[config.mk]
export PLATFORM = sky130hd
export DESIGN_NAME = fetch_prefetch_queue
export DESIGN_NICKNAME = d
export VERILOG_FILES = /design/src/rtl/fetch_pkg.sv /design/src/rtl/fetch_fifo.sv /design/src/rtl/fetch_prefetch_queue.sv
export SDC_FILE = /design/constraint.sdc
export NUM_CORES = 1
export LEC_CHECK = 0
export BUFFER_PORTS_ARGS = -buffer_cell sky130_fd_sc_hd__clkbuf_2
export CAP_MARGIN = 10
export CELL_PAD_IN_SITES_DETAIL_PLACEMENT = 2
export CELL_PAD_IN_SITES_GLOBAL_PLACEMENT = 2
export CORE_MARGIN = 2
export CORE_UTILIZATION = 30
export CTS_BUF_LIST = sky130_fd_sc_hd__clkbuf_16
export DETAILED_ROUTE_END_ITERATION = 7
export GPL_TIMING_DRIVEN = 0
export PLACE_DENSITY_LB_ADDON = 0.25
export SYNTH_ARGS = -nofsm -noshare
export SYNTH_HDL_FRONTEND = slang
export SYNTH_HIERARCHICAL = 1
export SYNTH_SLANG_ARGS = --single-unit
[constraint.sdc]
create_clock -name clk -period 3.27 [get_ports clk]
set_input_delay 0.327 -clock clk [delete_from_list [all_inputs] [get_ports clk]]
set_output_delay 0.327 -clock clk [all_outputs]
set_load 0.005 [all_outputs]
[src/rtl/fetch_pkg.sv]
`default_nettype none
// +----------------------------------------------------------------------------+
// | Package   : fetch_pkg                                                      |
// | Purpose   : Shared types and default configuration for the instruction     |
// |             fetch front end (fetch_prefetch_queue / fetch_fifo).           |
// | Contents  : C_* default parameter values, fetch_entry_t queue entry type.  |
// | Revision  : 1.0 - initial release                                          |
// +----------------------------------------------------------------------------+
package fetch_pkg;

    localparam int unsigned C_ADDR_W   = 16;
    localparam int unsigned C_INSTR_W  = 16;
    localparam int unsigned C_DEPTH    = 4;
    localparam int unsigned C_PC_STEP  = 2;
    localparam int unsigned C_RESET_PC = 0;

    // One queue entry at the default widths: the instruction and the PC it
    // was fetched from, so decode never has to reconstruct the PC.
    typedef struct packed {
        logic [C_ADDR_W-1:0]  pc;
        logic [C_INSTR_W-1:0] instr;
    } fetch_entry_t;

endpackage : fetch_pkg
`default_nettype wire

[src/rtl/fetch_fifo.sv]
`default_nettype none
// +----------------------------------------------------------------------------+
// | Module    : fetch_fifo                                                     |
// | Purpose   : DEPTH-entry circular queue holding fetched {pc, instr} words.  |
// |             Flush has priority over push and pop. Head is read            |
// |             combinationally (show-ahead).                                  |
// | Ports     : clk, rst_n       clock / async active-low reset                |
// |             flush            empty the queue, pointers to zero             |
// |             push, push_data  enqueue one entry                             |
// |             pop              dequeue the head entry                        |
// |             head_data        current head entry                            |
// |             head_valid       queue not empty                               |
// |             count            occupied entries                              |
// | Revision  : 1.0 - initial release                                          |
// +----------------------------------------------------------------------------+
module fetch_fifo #(
    parameter int unsigned WIDTH = 32,
    parameter int unsigned DEPTH = 4
) (
    input  logic                     clk,
    input  logic                     rst_n,
    input  logic                     flush,
    input  logic                     push,
    input  logic [WIDTH-1:0]         push_data,
    input  logic                     pop,
    output logic [WIDTH-1:0]         head_data,
    output logic                     head_valid,
    output logic [$clog2(DEPTH):0]   count
);

    localparam int unsigned PTR_W = $clog2(DEPTH);
    localparam int unsigned CNT_W = PTR_W + 1;

    logic [WIDTH-1:0] r_mem [DEPTH];
    logic [PTR_W-1:0] r_wr_ptr;
    logic [PTR_W-1:0] r_rd_ptr;
    logic [CNT_W-1:0] r_count;

    logic w_full;
    logic w_empty;
    logic w_do_push;
    logic w_do_pop;

    assign w_full    = (r_count == CNT_W'(DEPTH));
    assign w_empty   = (r_count == '0);
    assign w_do_push = push && !flush;
    assign w_do_pop  = pop && !w_empty && !flush;

    // DEPTH is a power of two, so the pointers wrap by natural overflow.
    always_ff @(posedge clk or negedge rst_n) begin
        if (!rst_n) begin
            r_wr_ptr <= '0;
            r_rd_ptr <= '0;
            r_count  <= '0;
        end else if (flush) begin
            r_wr_ptr <= '0;
            r_rd_ptr <= '0;
            r_count  <= '0;
        end else begin
            if (w_do_push) begin
                r_wr_ptr <= r_wr_ptr + PTR_W'(1);
            end
            if (w_do_pop) begin
                r_rd_ptr <= r_rd_ptr + PTR_W'(1);
            end
            if (w_do_push && !w_do_pop) begin
                r_count <= r_count + CNT_W'(1);
            end else if (!w_do_push && w_do_pop) begin
                r_count <= r_count - CNT_W'(1);
            end
        end
    end

    // Storage needs no reset: nothing is visible until head_valid is set.
    always_ff @(posedge clk) begin
        if (w_do_push) begin
            r_mem[r_wr_ptr] <= push_data;
        end
    end

    assign head_data  = r_mem[r_rd_ptr];
    assign head_valid = !w_empty;
    assign count      = r_count;

    // The issuing side reserves a slot before every request, so an enqueue
    // into a full queue means the credit accounting is broken.
    a_no_overflow : assert property (@(posedge clk) disable iff (!rst_n)
        !(push && !flush && w_full))
        else $error("fetch_fifo: enqueue while full");

endmodule : fetch_fifo
`default_nettype wire

[src/rtl/fetch_prefetch_queue.sv]
`default_nettype none
// +----------------------------------------------------------------------------+
// | Module    : fetch_prefetch_queue                                           |
// | Purpose   : Instruction-fetch front end. Issues sequential PCs to a        |
// |             1-cycle-latency program memory and buffers the returned        |
// |             instructions with their PCs so decode can stall without        |
// |             re-fetching. Handles redirect (flush) and system halt.         |
// | Ports     : clk, rst_n                 clock / async active-low reset      |
// |             imem_req, imem_addr        program memory read request         |
// |             imem_data                  read data, 1 cycle after request    |
// |             redirect, redirect_pc      taken branch/jump from decode       |
// |             halt_sys                   freeze fetch and dequeue            |
// |             out_ready                  decode accepts head entry           |
// |             out_valid/instr/pc         head entry to decode                |
// |             count                      occupied queue entries              |
// | Revision  : 1.0 - initial release                                          |
// +----------------------------------------------------------------------------+
module fetch_prefetch_queue
    import fetch_pkg::*;
#(
    parameter int unsigned ADDR_W   = C_ADDR_W,
    parameter int unsigned INSTR_W  = C_INSTR_W,
    parameter int unsigned DEPTH    = C_DEPTH,
    parameter int unsigned PC_STEP  = C_PC_STEP,
    parameter int unsigned RESET_PC = C_RESET_PC
) (
    input  logic                    clk,
    input  logic                    rst_n,
    output logic                    imem_req,
    output logic [ADDR_W-1:0]       imem_addr,
    input  logic [INSTR_W-1:0]      imem_data,
    input  logic                    redirect,
    input  logic [ADDR_W-1:0]       redirect_pc,
    input  logic                    halt_sys,
    input  logic                    out_ready,
    output logic                    out_valid,
    output logic [INSTR_W-1:0]      out_instr,
    output logic [ADDR_W-1:0]       out_pc,
    output logic [$clog2(DEPTH):0]  count
);

    localparam int unsigned CNT_W   = $clog2(DEPTH) + 1;
    localparam int unsigned ENTRY_W = ADDR_W + INSTR_W;
    localparam logic [ADDR_W-1:0] C_START_PC = ADDR_W'(RESET_PC);
    localparam logic [ADDR_W-1:0] C_STEP     = ADDR_W'(PC_STEP);

    typedef struct packed {
        logic [ADDR_W-1:0]  pc;
        logic [INSTR_W-1:0] instr;
    } entry_t;

    logic [ADDR_W-1:0] r_fetch_pc;
    logic [ADDR_W-1:0] r_resp_pc;
    logic              r_inflight;
    logic              r_kill;

    logic              w_pop;
    logic              w_push;
    logic              w_issue;
    logic [CNT_W:0]    w_credit;
    entry_t            w_push_entry;
    entry_t            w_head_entry;
    logic [ENTRY_W-1:0] w_head_raw;
    logic              w_head_valid;
    logic [CNT_W-1:0]  w_fifo_count;

    assign w_pop = w_head_valid && out_ready && !halt_sys;

    // Slots already taken, plus the one reserved by a request in flight,
    // plus the entry leaving this cycle; one extra bit so the sum cannot wrap.
    assign w_credit = (CNT_W+1)'(w_fifo_count)
                    + (CNT_W+1)'(r_inflight)
                    + (CNT_W+1)'(w_pop);

    // rst_n is folded in so the request stays low while reset is asserted
    // even though the rest of the term is purely combinational.
    assign w_issue = rst_n && !halt_sys && !redirect
                   && (w_credit < (CNT_W+1)'(DEPTH));

    always_ff @(posedge clk or negedge rst_n) begin
        if (!rst_n) begin
            r_fetch_pc <= C_START_PC;
            r_resp_pc  <= '0;
            r_inflight <= 1'b0;
            r_kill     <= 1'b0;
        end else if (redirect) begin
            r_fetch_pc <= redirect_pc;
            r_inflight <= 1'b0;
            r_kill     <= r_inflight;
        end else begin
            r_kill     <= 1'b0;
            r_inflight <= w_issue;
            if (w_issue) begin
                r_resp_pc  <= r_fetch_pc;
                r_fetch_pc <= r_fetch_pc + C_STEP;
            end
        end
    end

    // The response is on imem_data during the cycle r_inflight is set and is
    // captured at the end of it. A redirect in that same cycle flushes the
    // queue, which takes priority inside the fifo, so the stale word is lost.
    assign w_push             = r_inflight && !r_kill;
    assign w_push_entry.pc    = r_resp_pc;
    assign w_push_entry.instr = imem_data;

    fetch_fifo #(
        .WIDTH (ENTRY_W),
        .DEPTH (DEPTH)
    ) u_fifo (
        .clk        (clk),
        .rst_n      (rst_n),
        .flush      (redirect),
        .push       (w_push),
        .push_data  (w_push_entry),
        .pop        (w_pop),
        .head_data  (w_head_raw),
        .head_valid (w_head_valid),
        .count      (w_fifo_count)
    );

    assign w_head_entry = entry_t'(w_head_raw);

    assign imem_req  = w_issue;
    assign imem_addr = r_fetch_pc;
    assign out_valid = w_head_valid;
    // Empty queue presents zeros rather than whatever stale word sits at
    // the read pointer.
    assign out_instr = w_head_valid ? w_head_entry.instr : '0;
    assign out_pc    = w_head_valid ? w_head_entry.pc    : '0;
    assign count     = w_fifo_count;

endmodule : fetch_prefetch_queue
`default_nettype wire
==> flow_summary.ini <==
[finish]
fillers = 2264
area_delta_synth_final_pct = 22.78
layout_commonest_cell = edfxtp_1
instances_no_fill = 845
drive_gt1_frac = 0.3872
nets = 564
n_antenna_cell = 0
post-route-cell-area_um2 = 8597
layout_common_cells = 128 x edfxtp_1, 89 x clkbuf_2, 38 x dfrtp_1
final_core_util = 0.3774

[drt]
routed_wl_mm = 16.75
drc = 0
dr.pass1.iters = 4
wl_per_cell_um = 19.82
drt_iter0_drc = 152
vias = 3954
postRouteAntennaNets = 0
vias_per_cell = 4.679

[worst_setup_path]
critical_path_required_ps = 2940
cp_slowest_cell = dfrtp_2
setup.worst_path.start_class = flip-flop
worst-r2r-cell-count = 9
cp_cell_sequence = or3_4 > clkbuf_8 > nand2_2 > nor2_4 > ha_1 > a21o_4 > a21oi_4 > and2_1 > buf_6 > clkbuf_2
end_kind = output port
reg2reg_setup_slack_ps = 390
cp_max_fo = 17
criticalPathCategory = flip-flop to output port
timing.rr.start = u_fifo/count[0]
cp_data_arrival_time_ps = 2800
critical-path-max-stage-delay_ps = 420
r2r_end = imem_addr[10]
critPathLaunch = u_fifo/count[0]
endpoint = imem_req

[floorplan]
rows = 55
die-area_um2 = 24580
dieHeight_um = 156.8
core_area_um2 = 22780
floorplan.initialDensity = 0.3074
die_x_um = 156.8
io_pins = 90

[synthesis]
synth_edf_count = 128
synth.distinct_cells = 46
ys.flop_type = edfxtp_1
syn_avg_cell_area_um2 = 17.33
yosysWarnings = 6
synth-seq-area-share = 0.6955
syn_inst = 404
netlist_area_um2 = 7002
synth_seq_cells = 169
async_flop_share = 0.2426
postSynthNetCount = 448

[power]
p_leak_nw = 3.074
finalPower_mw = 5.146
peakVddDrop_mv = 0.3249
powerDensity_nw_per_um2 = 598.6

[global_routing]
grt_pass1_vias = 4513
grt-ovfl-total = 0
antenna_found_initial = 0
grt_pass1_wl_mm = 26.02
grt_max_degree = 44
grt_use_total = 0.1444

[sta]
period_share = 0.9564
worst_pin_slew_ps = 1094
finalHoldViolCount = 0
finalMaxSlewViolations = 0
clock.fmax_mhz = 319.8
clock-skew-final_ps = 5.538
layout_min_cycle_time_ps = 3127
rsz0062_at_grt = no
setup_viol_count_final = 0
slew_headroom = 0.2707
worst_slack_ps = 142.6

[placed_design]
dpl_cell_area_um2 = 7946
portBuffers = 89
routabilityCongestion = 0.6991
post-dp-hpwl_mm = 11.68
dp_slack_ps = -1029
dp_cells = 810

[cts]
clock_path_buffers = 2
clock_latency_ps = 420
htree_levels = 4
clk_pin_slew_worst_paths_ps = 60
cts_tree = done
root_buffer = clkbuf_16
cts_hold_buf = 0
cts.sinks = 169
cts_buffers = 17

[outcome]
status = completed

[min_path]
hp-class = input pin to async pin

[job]
cap_violations = 0
-- cell families after synthesis --
logic type,count (synthesis),share of synthesized area
flops,169,0.6955
simple gates,98,0.08024
mux,52,0.1346
compound gates,37,0.03806
buf+inv,29,0.02305
xor+xnor,12,0.01501
fa+ha+maj,7,0.01358
-- where the power goes --
| part | switching [mW] | internal (mW) | total [mW] | leakage (nW) |
|---|---|---|---|---|
| sequential | 0.126 | 2.47 | 2.59 | 1.65 |
| combinational | 0.304 | 0.290 | 0.594 | 1.16 |
| clock | 0.833 | 1.12 | 1.96 | 0.269 |
| total | 1.26 | 3.88 | 5.15 | 3.07 |
-- flip-flops by register name, summed over array words and instances, names as in the netlist --
register,flops
r_inflight,1
u_fifo/count,3
u_fifo/r_mem,128
imem_addr,16
u_fifo/r_wr_ptr,2
r_kill,1
u_fifo/r_rd_ptr,2
r_resp_pc,16
-- layer usage --
layer	GRT usage	wire, um
met4	0.03801	150
met3	0.03545	710
met1	0.1788	7365
met2	0.2521	8522
met5	0	0
-- final cells by class --
type	count	area, um2	area share
buffer	18	126.4	0.01470
clock buffer	17	425.4	0.04948
clock inverter	14	147.6	0.01717
inverter	10	37.54	0.004366
multi-input combinational	206	2009	0.2337
sequential	169	4873	0.5669
tap	313	391.6	0.04555
timing repair buffer	98	585.6	0.06811
-- Yosys cell counts (2+ instances only) --
| cell | count | area, um2 |
|---|---|---|
| o31ai_1 | 4 | 30.03 |
| edfxtp_1 | 128 | 3844 |
| buf_2 | 3 | 15.01 |
| buf_4 | 2 | 15.01 |
| a31oi_1 | 6 | 37.54 |
| o21ai_0 | 11 | 55.05 |
| a2111oi_0 | 4 | 35.03 |
| xor2_1 | 2 | 17.52 |
| ha_1 | 6 | 75.07 |
| a211oi_1 | 2 | 15.01 |
| and3_1 | 2 | 12.51 |
| and2_1 | 39 | 244.0 |
| nor2b_1 | 4 | 25.02 |
| or4_1 | 5 | 37.54 |
| clkbuf_1 | 8 | 30.03 |
| or3_1 | 2 | 12.51 |
| mux2i_1 | 3 | 30.03 |
| nand2_1 | 16 | 60.06 |
| mux2_2 | 17 | 191.4 |
| a21oi_1 | 2 | 10.01 |
| a21o_1 | 2 | 15.01 |
| buf_6 | 5 | 56.30 |
| mux4_2 | 32 | 720.7 |
| inv_1 | 10 | 37.54 |
| dfrtp_1 | 41 | 1026 |
| nor2_1 | 13 | 48.80 |
| xnor2_1 | 10 | 87.58 |
| nand4_1 | 3 | 18.77 |
| nand3_1 | 5 | 25.02 |
-- worst min-delay path by stage --
stage                     cells after the start       startpoint  slack, ps             endpoint
final                                         1            rst_n        100        imem_addr[11]
after global routing                          1     imem_data[3]        110   u_fifo/r_mem[3][3]
after CTS                                     3  redirect_pc[13]        100        imem_addr[13]
after detailed placement                      0    r_resp_pc[10]        510  u_fifo/r_mem[3][26]
after global placement                        0    r_resp_pc[13]        490  u_fifo/r_mem[2][29]
after floorplan                               0            rst_n         30         imem_addr[0]
-- critical path: cells and delay by family (launching register included) --
family          cells  cell delay (ps)
compound gates      2              390
fa+ha+maj           1              290
buf+inv             3              540
flops               1              420
simple gates        4              740
-- stage by stage --
stage / hold slack, ps / TNS, ps
final: 98.37 / 0
after global routing: 106.3 / 0
after CTS: 95.50 / 0
after detailed placement: 513.8 / -26770
after global placement: 488.0 / -23250
after floorplan: 31.41 / 0
-- what timing repair did --
action | in CTS | in global routing
setup endpoints to repair | 35 | 1
resized for setup | 14 | 1
buffers inserted | 5 | 0
pin swaps | 2 | 0
hold endpoints to repair | 0 | 0
No activity file was read; power rests on OpenSTA's default activity.
